<file path="config.mk">
export PLATFORM = sky130hd
export DESIGN_NAME = apb_uart_slave
export DESIGN_NICKNAME = d
export VERILOG_FILES = /design/src/rtl/apb_uart_slave.sv
export SDC_FILE = /design/constraint.sdc
export NUM_CORES = 1
export LEC_CHECK = 0
export BUFFER_PORTS_ARGS = -buffer_cell sky130_fd_sc_hd__buf_2
export CORE_MARGIN = 8
export CORE_UTILIZATION = 56
export CTS_BUF_LIST = sky130_fd_sc_hd__clkbuf_4 sky130_fd_sc_hd__clkbuf_8
export DETAILED_ROUTE_END_ITERATION = 10
export GPL_ROUTABILITY_DRIVEN = 1
export PLACE_DENSITY = 0.89
export RECOVER_POWER = 25
export SYNTH_ARGS = -nofsm -noshare
export SYNTH_HDL_FRONTEND = slang
export SYNTH_SLANG_ARGS = --single-unit
export TNS_END_PERCENT = 1
</file>
<file path="constraint.sdc">
create_clock -name PCLK -period 4 [get_ports PCLK]
set_input_delay 0.8 -clock PCLK [delete_from_list [all_inputs] [get_ports PCLK]]
set_output_delay 0.8 -clock PCLK [all_outputs]
set_load 0.05 [all_outputs]
</file>
<file path="src/rtl/apb_uart_slave.sv">
// APB3 completer bridging an APB master to the UART TX/RX FIFOs, with status,
// scratch and baud-divisor registers. Stalls on FIFO full/empty, errors on timeout.
module apb_uart_slave #(
    parameter int unsigned ADDR_W    = 5,
    parameter int unsigned DIV_W     = 16,
    parameter int unsigned DIV_RESET = 651,
    parameter int unsigned TIMEOUT   = 16
) (
    input  logic              PCLK,
    input  logic              PRESET,
    input  logic              PSEL,
    input  logic              PENABLE,
    input  logic              PWRITE,
    input  logic [ADDR_W-1:0] PADDR,
    input  logic [31:0]       PWDATA,
    output logic [31:0]       PRDATA,
    output logic              PREADY,
    output logic              PSLVERR,
    output logic [7:0]        w_data,
    output logic              wr_uart,
    input  logic              tx_full,
    input  logic [7:0]        r_data,
    output logic              rd_uart,
    input  logic              rx_empty,
    output logic [DIV_W-1:0]  baud_div
);

    localparam int unsigned CNT_W = $clog2(TIMEOUT + 2);

    localparam logic [1:0] ST_IDLE   = 2'd0;
    localparam logic [1:0] ST_ACCESS = 2'd1;
    localparam logic [1:0] ST_WAIT   = 2'd2;

    localparam logic [ADDR_W-1:0] ADDR_TX      = ADDR_W'('h10);
    localparam logic [ADDR_W-1:0] ADDR_RX      = ADDR_W'('h11);
    localparam logic [ADDR_W-1:0] ADDR_SCRATCH = ADDR_W'('h12);
    localparam logic [ADDR_W-1:0] ADDR_STATUS  = ADDR_W'('h14);
    localparam logic [ADDR_W-1:0] ADDR_DIV     = ADDR_W'('h15);

    logic [1:0]       state_q, state_d;
    logic [CNT_W-1:0] cnt_q, cnt_d, cnt_inc;
    logic [31:0]      prdata_q, prdata_d;
    logic             pready_q, pready_d;
    logic             pslverr_q, pslverr_d;
    logic             wr_q, wr_d;
    logic             rd_q, rd_d;
    logic [7:0]       w_data_q, w_data_d;
    logic [31:0]      scratch_q, scratch_d;
    logic [DIV_W-1:0] baud_q, baud_d;
    logic             to_flag_q, to_flag_d;

    logic        setup, is_tx, is_rx, is_scratch, is_status, is_div;
    logic        wr_tx, rd_rx, legal, stall;
    logic [31:0] rd_val;

    always_comb begin
        setup      = PSEL & ~PENABLE;
        is_tx      = (PADDR == ADDR_TX);
        is_rx      = (PADDR == ADDR_RX);
        is_scratch = (PADDR == ADDR_SCRATCH);
        is_status  = (PADDR == ADDR_STATUS);
        is_div     = (PADDR == ADDR_DIV);
        wr_tx      = PWRITE & is_tx;
        rd_rx      = ~PWRITE & is_rx;
        legal      = wr_tx | rd_rx | is_scratch | (is_status & ~PWRITE) | is_div;
        stall      = (wr_tx & tx_full) | (rd_rx & rx_empty);
        cnt_inc    = cnt_q + 1'b1;

        rd_val = 32'h0;
        if (!PWRITE) begin
            if (is_rx)           rd_val = {24'h0, r_data};
            else if (is_scratch) rd_val = scratch_q;
            else if (is_status)  rd_val = {29'h0, to_flag_q, rx_empty, tx_full};
            else if (is_div)     rd_val = 32'(baud_q);
        end
    end

    always_comb begin
        state_d   = state_q;
        cnt_d     = cnt_q;
        prdata_d  = prdata_q;
        pready_d  = pready_q;
        pslverr_d = pslverr_q;
        wr_d      = 1'b0;
        rd_d      = 1'b0;
        w_data_d  = w_data_q;
        scratch_d = scratch_q;
        baud_d    = baud_q;
        to_flag_d = to_flag_q;

        case (state_q)
            ST_IDLE: begin
                pready_d  = 1'b0;
                pslverr_d = 1'b0;
                if (setup) begin
                    if (wr_tx) w_data_d = PWDATA[7:0];
                    if (!legal) begin
                        state_d   = ST_ACCESS;
                        pready_d  = 1'b1;
                        pslverr_d = 1'b1;
                        prdata_d  = 32'h0;
                    end else if (stall) begin
                        if (TIMEOUT == 0) begin
                            state_d   = ST_ACCESS;
                            pready_d  = 1'b1;
                            pslverr_d = 1'b1;
                            prdata_d  = 32'h0;
                            to_flag_d = 1'b1;
                        end else begin
                            state_d = ST_WAIT;
                            cnt_d   = '0;
                        end
                    end else begin
                        state_d  = ST_ACCESS;
                        pready_d = 1'b1;
                        prdata_d = rd_val;
                        wr_d     = wr_tx;
                        rd_d     = rd_rx;
                    end
                end
            end
            ST_WAIT: begin
                if (!PSEL) begin
                    state_d = ST_IDLE;
                end else if (!stall) begin
                    state_d  = ST_ACCESS;
                    pready_d = 1'b1;
                    prdata_d = rd_val;
                    wr_d     = wr_tx;
                    rd_d     = rd_rx;
                end else if (cnt_inc == CNT_W'(TIMEOUT)) begin
                    state_d   = ST_ACCESS;
                    pready_d  = 1'b1;
                    pslverr_d = 1'b1;
                    prdata_d  = 32'h0;
                    to_flag_d = 1'b1;
                end else begin
                    cnt_d = cnt_inc;
                end
            end
            ST_ACCESS: begin
                state_d   = ST_IDLE;
                pready_d  = 1'b0;
                pslverr_d = 1'b0;
                // Abandoned or errored transfers leave the registers untouched.
                if (PSEL && !pslverr_q) begin
                    if (PWRITE && is_scratch) scratch_d = PWDATA;
                    if (PWRITE && is_div)     baud_d    = PWDATA[DIV_W-1:0];
                    if (!PWRITE && is_status) to_flag_d = 1'b0;
                end
            end
            default: state_d = ST_IDLE;
        endcase
    end

    always_ff @(posedge PCLK or posedge PRESET) begin
        if (PRESET) begin
            state_q   <= ST_IDLE;
            cnt_q     <= '0;
            prdata_q  <= 32'h0;
            pready_q  <= 1'b0;
            pslverr_q <= 1'b0;
            wr_q      <= 1'b0;
            rd_q      <= 1'b0;
            w_data_q  <= 8'h0;
            scratch_q <= 32'h0;
            baud_q    <= DIV_W'(DIV_RESET);
            to_flag_q <= 1'b0;
        end else begin
            state_q   <= state_d;
            cnt_q     <= cnt_d;
            prdata_q  <= prdata_d;
            pready_q  <= pready_d;
            pslverr_q <= pslverr_d;
            wr_q      <= wr_d;
            rd_q      <= rd_d;
            w_data_q  <= w_data_d;
            scratch_q <= scratch_d;
            baud_q    <= baud_d;
            to_flag_q <= to_flag_d;
        end
    end

    // Pulses are suppressed if the master abandons the transfer in ACCESS.
    assign wr_uart  = wr_q & PSEL;
    assign rd_uart  = rd_q & PSEL;
    assign PRDATA   = prdata_q;
    assign PREADY   = pready_q;
    assign PSLVERR  = pslverr_q;
    assign w_data   = w_data_q;
    assign baud_div = baud_q;

endmodule
</file>
==> impl_metrics.json <==
{
  "status": "finished, violations left",
  "violations": "capacitance limit, slew limit",
  "switching_power_mw": 0.753,
  "peakVddDrop_mv": 0.323,
  "cp-start-kind": "input port",
  "post_synthesis_simple_gate_area_fraction": 0.0979,
  "hold_path_class": "flop to flop",
  "synth-compound-area-share": 0.0819,
  "drive_above_1_share": 0.438,
  "synthesis.nets": 442,
  "ant_nets": 0,
  "timing.setup.tns_ps": 0,
  "half_perimeter_wire_length_of_the_detailed_placement_result_um": 8180,
  "pin_count_of_the_biggest_net_entering_global_routing": 41,
  "setup.worst_path.start": "PADDR[2]",
  "post-route-cell-area_mm2": 0.00556,
  "timing.final.setup_violations": 0,
  "synth.area.top_cells": "sky130_fd_sc_hd__dfrtp_1, sky130_fd_sc_hd__mux2_2, sky130_fd_sc_hd__mux2_4",
  "cts_resized": 0,
  "core_area_mm2": 0.00822,
  "synthesis.area_per_instance_um2": 12.4,
  "power_density_mw_per_mm2": 424,
  "nNetsFinal": 550,
  "timing_max_transition_violations_final": 29,
  "initial_utilization": 0.580,
  "p_comb_frac": 0.208,
  "power_frac_seq": 0.499,
  "synthMuxAreaShare": 0.228,
  "cts_stage_hold_buffer_count": 0,
  "grt_pass1_vias": 3608,
  "cts_num_sinks": 100,
  "worst_setup_path_endpoint": "PRDATA[28]",
  "main_combinational_cell_family_by_area_after_synthesis": "multiplexers",
  "final_min_period_over_clock_period": 0.713,
  "postSynth.topFlopCell": "sky130_fd_sc_hd__dfrtp_1",
  "timing.critical_path.fanout_max": 22,
  "tritoncts": "yes",
  "ctsLongestPathBuffers": 2,
  "total_of_warnings_raised_by_yosys": 0,
  "syn-cell-area_mm2": 0.00477,
  "clkSlewWorstSetupHoldPaths_ps": 110,
  "detail_route.iter0.violations": 159,
  "max_clk_rate_ghz": 0.351,
  "pwr-share-clk": 0.293,
  "cts_buffers": 9,
  "gp_congestion": 0.920,
  "preCtsSetupSlack_ps": 812,
  "worst-r2r-setup-slack_ps": 1570,
  "vias": 3402,
  "worst_r2r_endpoint": "PRDATA[28]",
  "switching_share": 0.319,
  "placed_cells": 587,
  "post-cts-setup-buffer-count": 0,
  "power.internal_mw": 1.61,
  "arr_time_crit_path_ps": 3140,
  "clock_tree.root_cell": "sky130_fd_sc_hd__clkbuf_8",
  "route.final.wire_length_um": 11100,
  "synth_xor_xnor_area_share": 0.00184,
  "finalWorstPathRequiredPeriod_ps": 2850,
  "crit_type": "input port to flop",
  "chipHeight_um": 108,
  "slew_headroom": -0.0280,
  "max_cap_violations": 1,
  "synth-seq-area-share": 0.526,
  "ios": 112,
  "post_synthesis_cell_count": 385,
  "critPathCaptureType": "flop",
  "row_count": 33,
  "reg2reg_depth": 6,
  "post_detailed_route_wirelength_per_cell_um": 18.5,
  "layoutNonFillerInstCount": 603,
  "worstSkewPairLatency_ps": 370,
  "drt-pass1-iter-count": 5,
  "dpl_cell_area_mm2": 0.00536,
  "post_drt_via_cell_ratio": 5.64,
  "antennaDiodeCount": 0,
  "power.leakage_nw": 2.83,
  "drt_drc_violations_left": 0,
  "die_width_um": 108,
  "unrepaired_setup_endpoints_after_global_routing": "false",
  "global_route.overflow_total": 0,
  "numPortBuffers": 111,
  "synth_largest_area_cell": "sky130_fd_sc_hd__dfrtp_1",
  "area_delta_synth_final_pct": 16.7,
  "antenna_found_initial": 0,
  "final_worst_slack_ps": 1150,
  "worstPathRequired_ps": 4290,
  "first_pass_grt_wire_length_um": 18100,
  "synthDistinctLibCells": 53,
  "die_area_mm2": 0.0117,
  "htree_levels": 3,
  "report.final.hold_viol_count": 0,
  "ys_seq_elements": 100,
  "number_of_synthesized_flops_with_an_enable_pin": 0,
  "synth-adder-area-share": 0.0131,
  "final.setup_skew_ps": 15.9,
  "asyncSetResetFlopFracSynth": 1.00,
  "yosys.area.top_type_share": 0.499,
  "grt_util_all_layers": 0.195,
  "timing.rr.start": "cnt_q[0]",
  "worst-slew-pin-transition_ps": 1540
}
## critical path, cell delays in order
cell	delay, ps
sky130_fd_sc_hd__buf_2	260
sky130_fd_sc_hd__clkinv_1	300
sky130_fd_sc_hd__and4b_1	370
sky130_fd_sc_hd__o22ai_1	200
sky130_fd_sc_hd__a41o_2	690
sky130_fd_sc_hd__buf_4	300
sky130_fd_sc_hd__mux2i_1	210
## cell usage in the layout, fill, tap and decap left out, types with 3 or more instances in the layout
cell type / instances
sky130_fd_sc_hd__mux2_4: 14
sky130_fd_sc_hd__nor3_1: 7
sky130_fd_sc_hd__nand2_1: 32
sky130_fd_sc_hd__ha_1: 5
sky130_fd_sc_hd__buf_2: 111
sky130_fd_sc_hd__mux2i_1: 18
sky130_fd_sc_hd__nand2b_1: 7
sky130_fd_sc_hd__a211oi_1: 5
sky130_fd_sc_hd__o21ai_0: 10
sky130_fd_sc_hd__buf_4: 4
sky130_fd_sc_hd__inv_8: 3
sky130_fd_sc_hd__nor2b_1: 3
sky130_fd_sc_hd__and2_1: 5
sky130_fd_sc_hd__dfstp_2: 5
sky130_fd_sc_hd__mux2_2: 61
sky130_fd_sc_hd__clkbuf_8: 10
sky130_fd_sc_hd__a22o_1: 9
sky130_fd_sc_hd__a21oi_1: 7
sky130_fd_sc_hd__inv_1: 23
sky130_fd_sc_hd__dfrtp_1: 95
sky130_fd_sc_hd__o21bai_1: 3
sky130_fd_sc_hd__nor2_1: 15
## worst min-delay path by stage
stage | slack (ps) | endpoint | depth (start not counted) | from
2_1_floorplan | 460 | scratch_q[13] | 1 | scratch_q[13]
3_3_place_gp | 470 | scratch_q[13] | 1 | scratch_q[13]
3_5_place_dp | 490 | w_data[6] | 1 | w_data[6]
4_1_cts | 420 | PRDATA[6] | 2 | PRESET
5_1_grt | 530 | w_data[7] | 1 | w_data[7]
6_report | 510 | w_data[6] | 1 | w_data[6]
## cell usage after synthesis, types with 2 or more instances
library cell / n
sky130_fd_sc_hd__ha_1: 5
sky130_fd_sc_hd__buf_6: 3
sky130_fd_sc_hd__mux2i_1: 18
sky130_fd_sc_hd__dfrtp_1: 95
sky130_fd_sc_hd__nand2b_1: 7
sky130_fd_sc_hd__o22ai_1: 2
sky130_fd_sc_hd__dfstp_2: 5
sky130_fd_sc_hd__nor4b_4: 2
sky130_fd_sc_hd__nor2b_1: 3
sky130_fd_sc_hd__a22o_1: 9
sky130_fd_sc_hd__buf_12: 2
sky130_fd_sc_hd__nand2_1: 32
sky130_fd_sc_hd__mux2_4: 14
sky130_fd_sc_hd__mux2_2: 61
sky130_fd_sc_hd__a21oi_1: 7
sky130_fd_sc_hd__clkbuf_1: 6
sky130_fd_sc_hd__nor3b_1: 2
sky130_fd_sc_hd__o21bai_1: 3
sky130_fd_sc_hd__o21ai_0: 10
sky130_fd_sc_hd__a41o_1: 2
sky130_fd_sc_hd__o2111ai_1: 2
sky130_fd_sc_hd__o41ai_1: 2
sky130_fd_sc_hd__a211oi_1: 5
sky130_fd_sc_hd__and2_1: 5
sky130_fd_sc_hd__nor2_1: 15
sky130_fd_sc_hd__a21o_1: 2
sky130_fd_sc_hd__buf_2: 7
sky130_fd_sc_hd__a222oi_1: 2
sky130_fd_sc_hd__inv_1: 24
sky130_fd_sc_hd__and4b_1: 2
sky130_fd_sc_hd__nand3_1: 2
sky130_fd_sc_hd__buf_4: 2
sky130_fd_sc_hd__nor3_1: 7
## power groups by stage
stage | clock [mW] | sequential, mW | combinational [mW]
floorplan | 0 | 1.33 | 0.234
global placement | 0 | 1.19 | 0.475
detailed placement | 0 | 1.20 | 0.492
CTS | 0.699 | 1.18 | 0.495
global route | 0.741 | 1.19 | 0.524
finish | 0.692 | 1.18 | 0.490
## metrics by stage
stage          hold WS (ps)  utilization  total power [mW]
2_1_floorplan           459            -              1.56
3_3_place_gp            468        0.652              1.67
3_5_place_dp            492        0.652              1.69
4_1_cts                 420        0.678              2.37
5_1_grt                 526        0.677              2.46
6_report                511        0.677              2.36
## sequential cells by signal, indices dropped and copies added (netlist names), 2 cells and up
register and flops:
cnt_q 5, w_data 8, scratch_q 32, baud_div 16, PRDATA 32, state_q 2
## layout make-up
class / count / area, um^2
clock inverter: 6 / 77.6
inverter: 25 / 95.1
clock buffer: 10 / 138
sequential: 100 / 2510
tap: 105 / 131
fill: 620 / 2650
timing repair buffer: 117 / 594
multi-input combinational: 240 / 2020
## kinds of logic (layout without fill, tap and decap cells)
family | count (synthesis) | in the layout
flops | 100 | 100
mux | 94 | 94
simple gates | 86 | 86
compound gates | 54 | 54
buf+inv | 45 | 158
fa+ha+maj | 5 | 5
xor+xnor | 1 | 1
## per-layer routing
| metal | part of all wire | wire length, um | up-vias | track usage |
|---|---|---|---|---|
| met1 | 0.42 | 4620 | 1695 | 0.235 |
| met4 | 0.019 | 210 | 0 | 0.0831 |
| met2 | 0.50 | 5620 | 111 | 0.327 |
| met5 | 0 | 0 | - | 0 |
| met3 | 0.061 | 683 | 18 | 0.0470 |
| li1 | - | - | 1578 | - |
No activity file was read; power rests on OpenSTA's default activity.
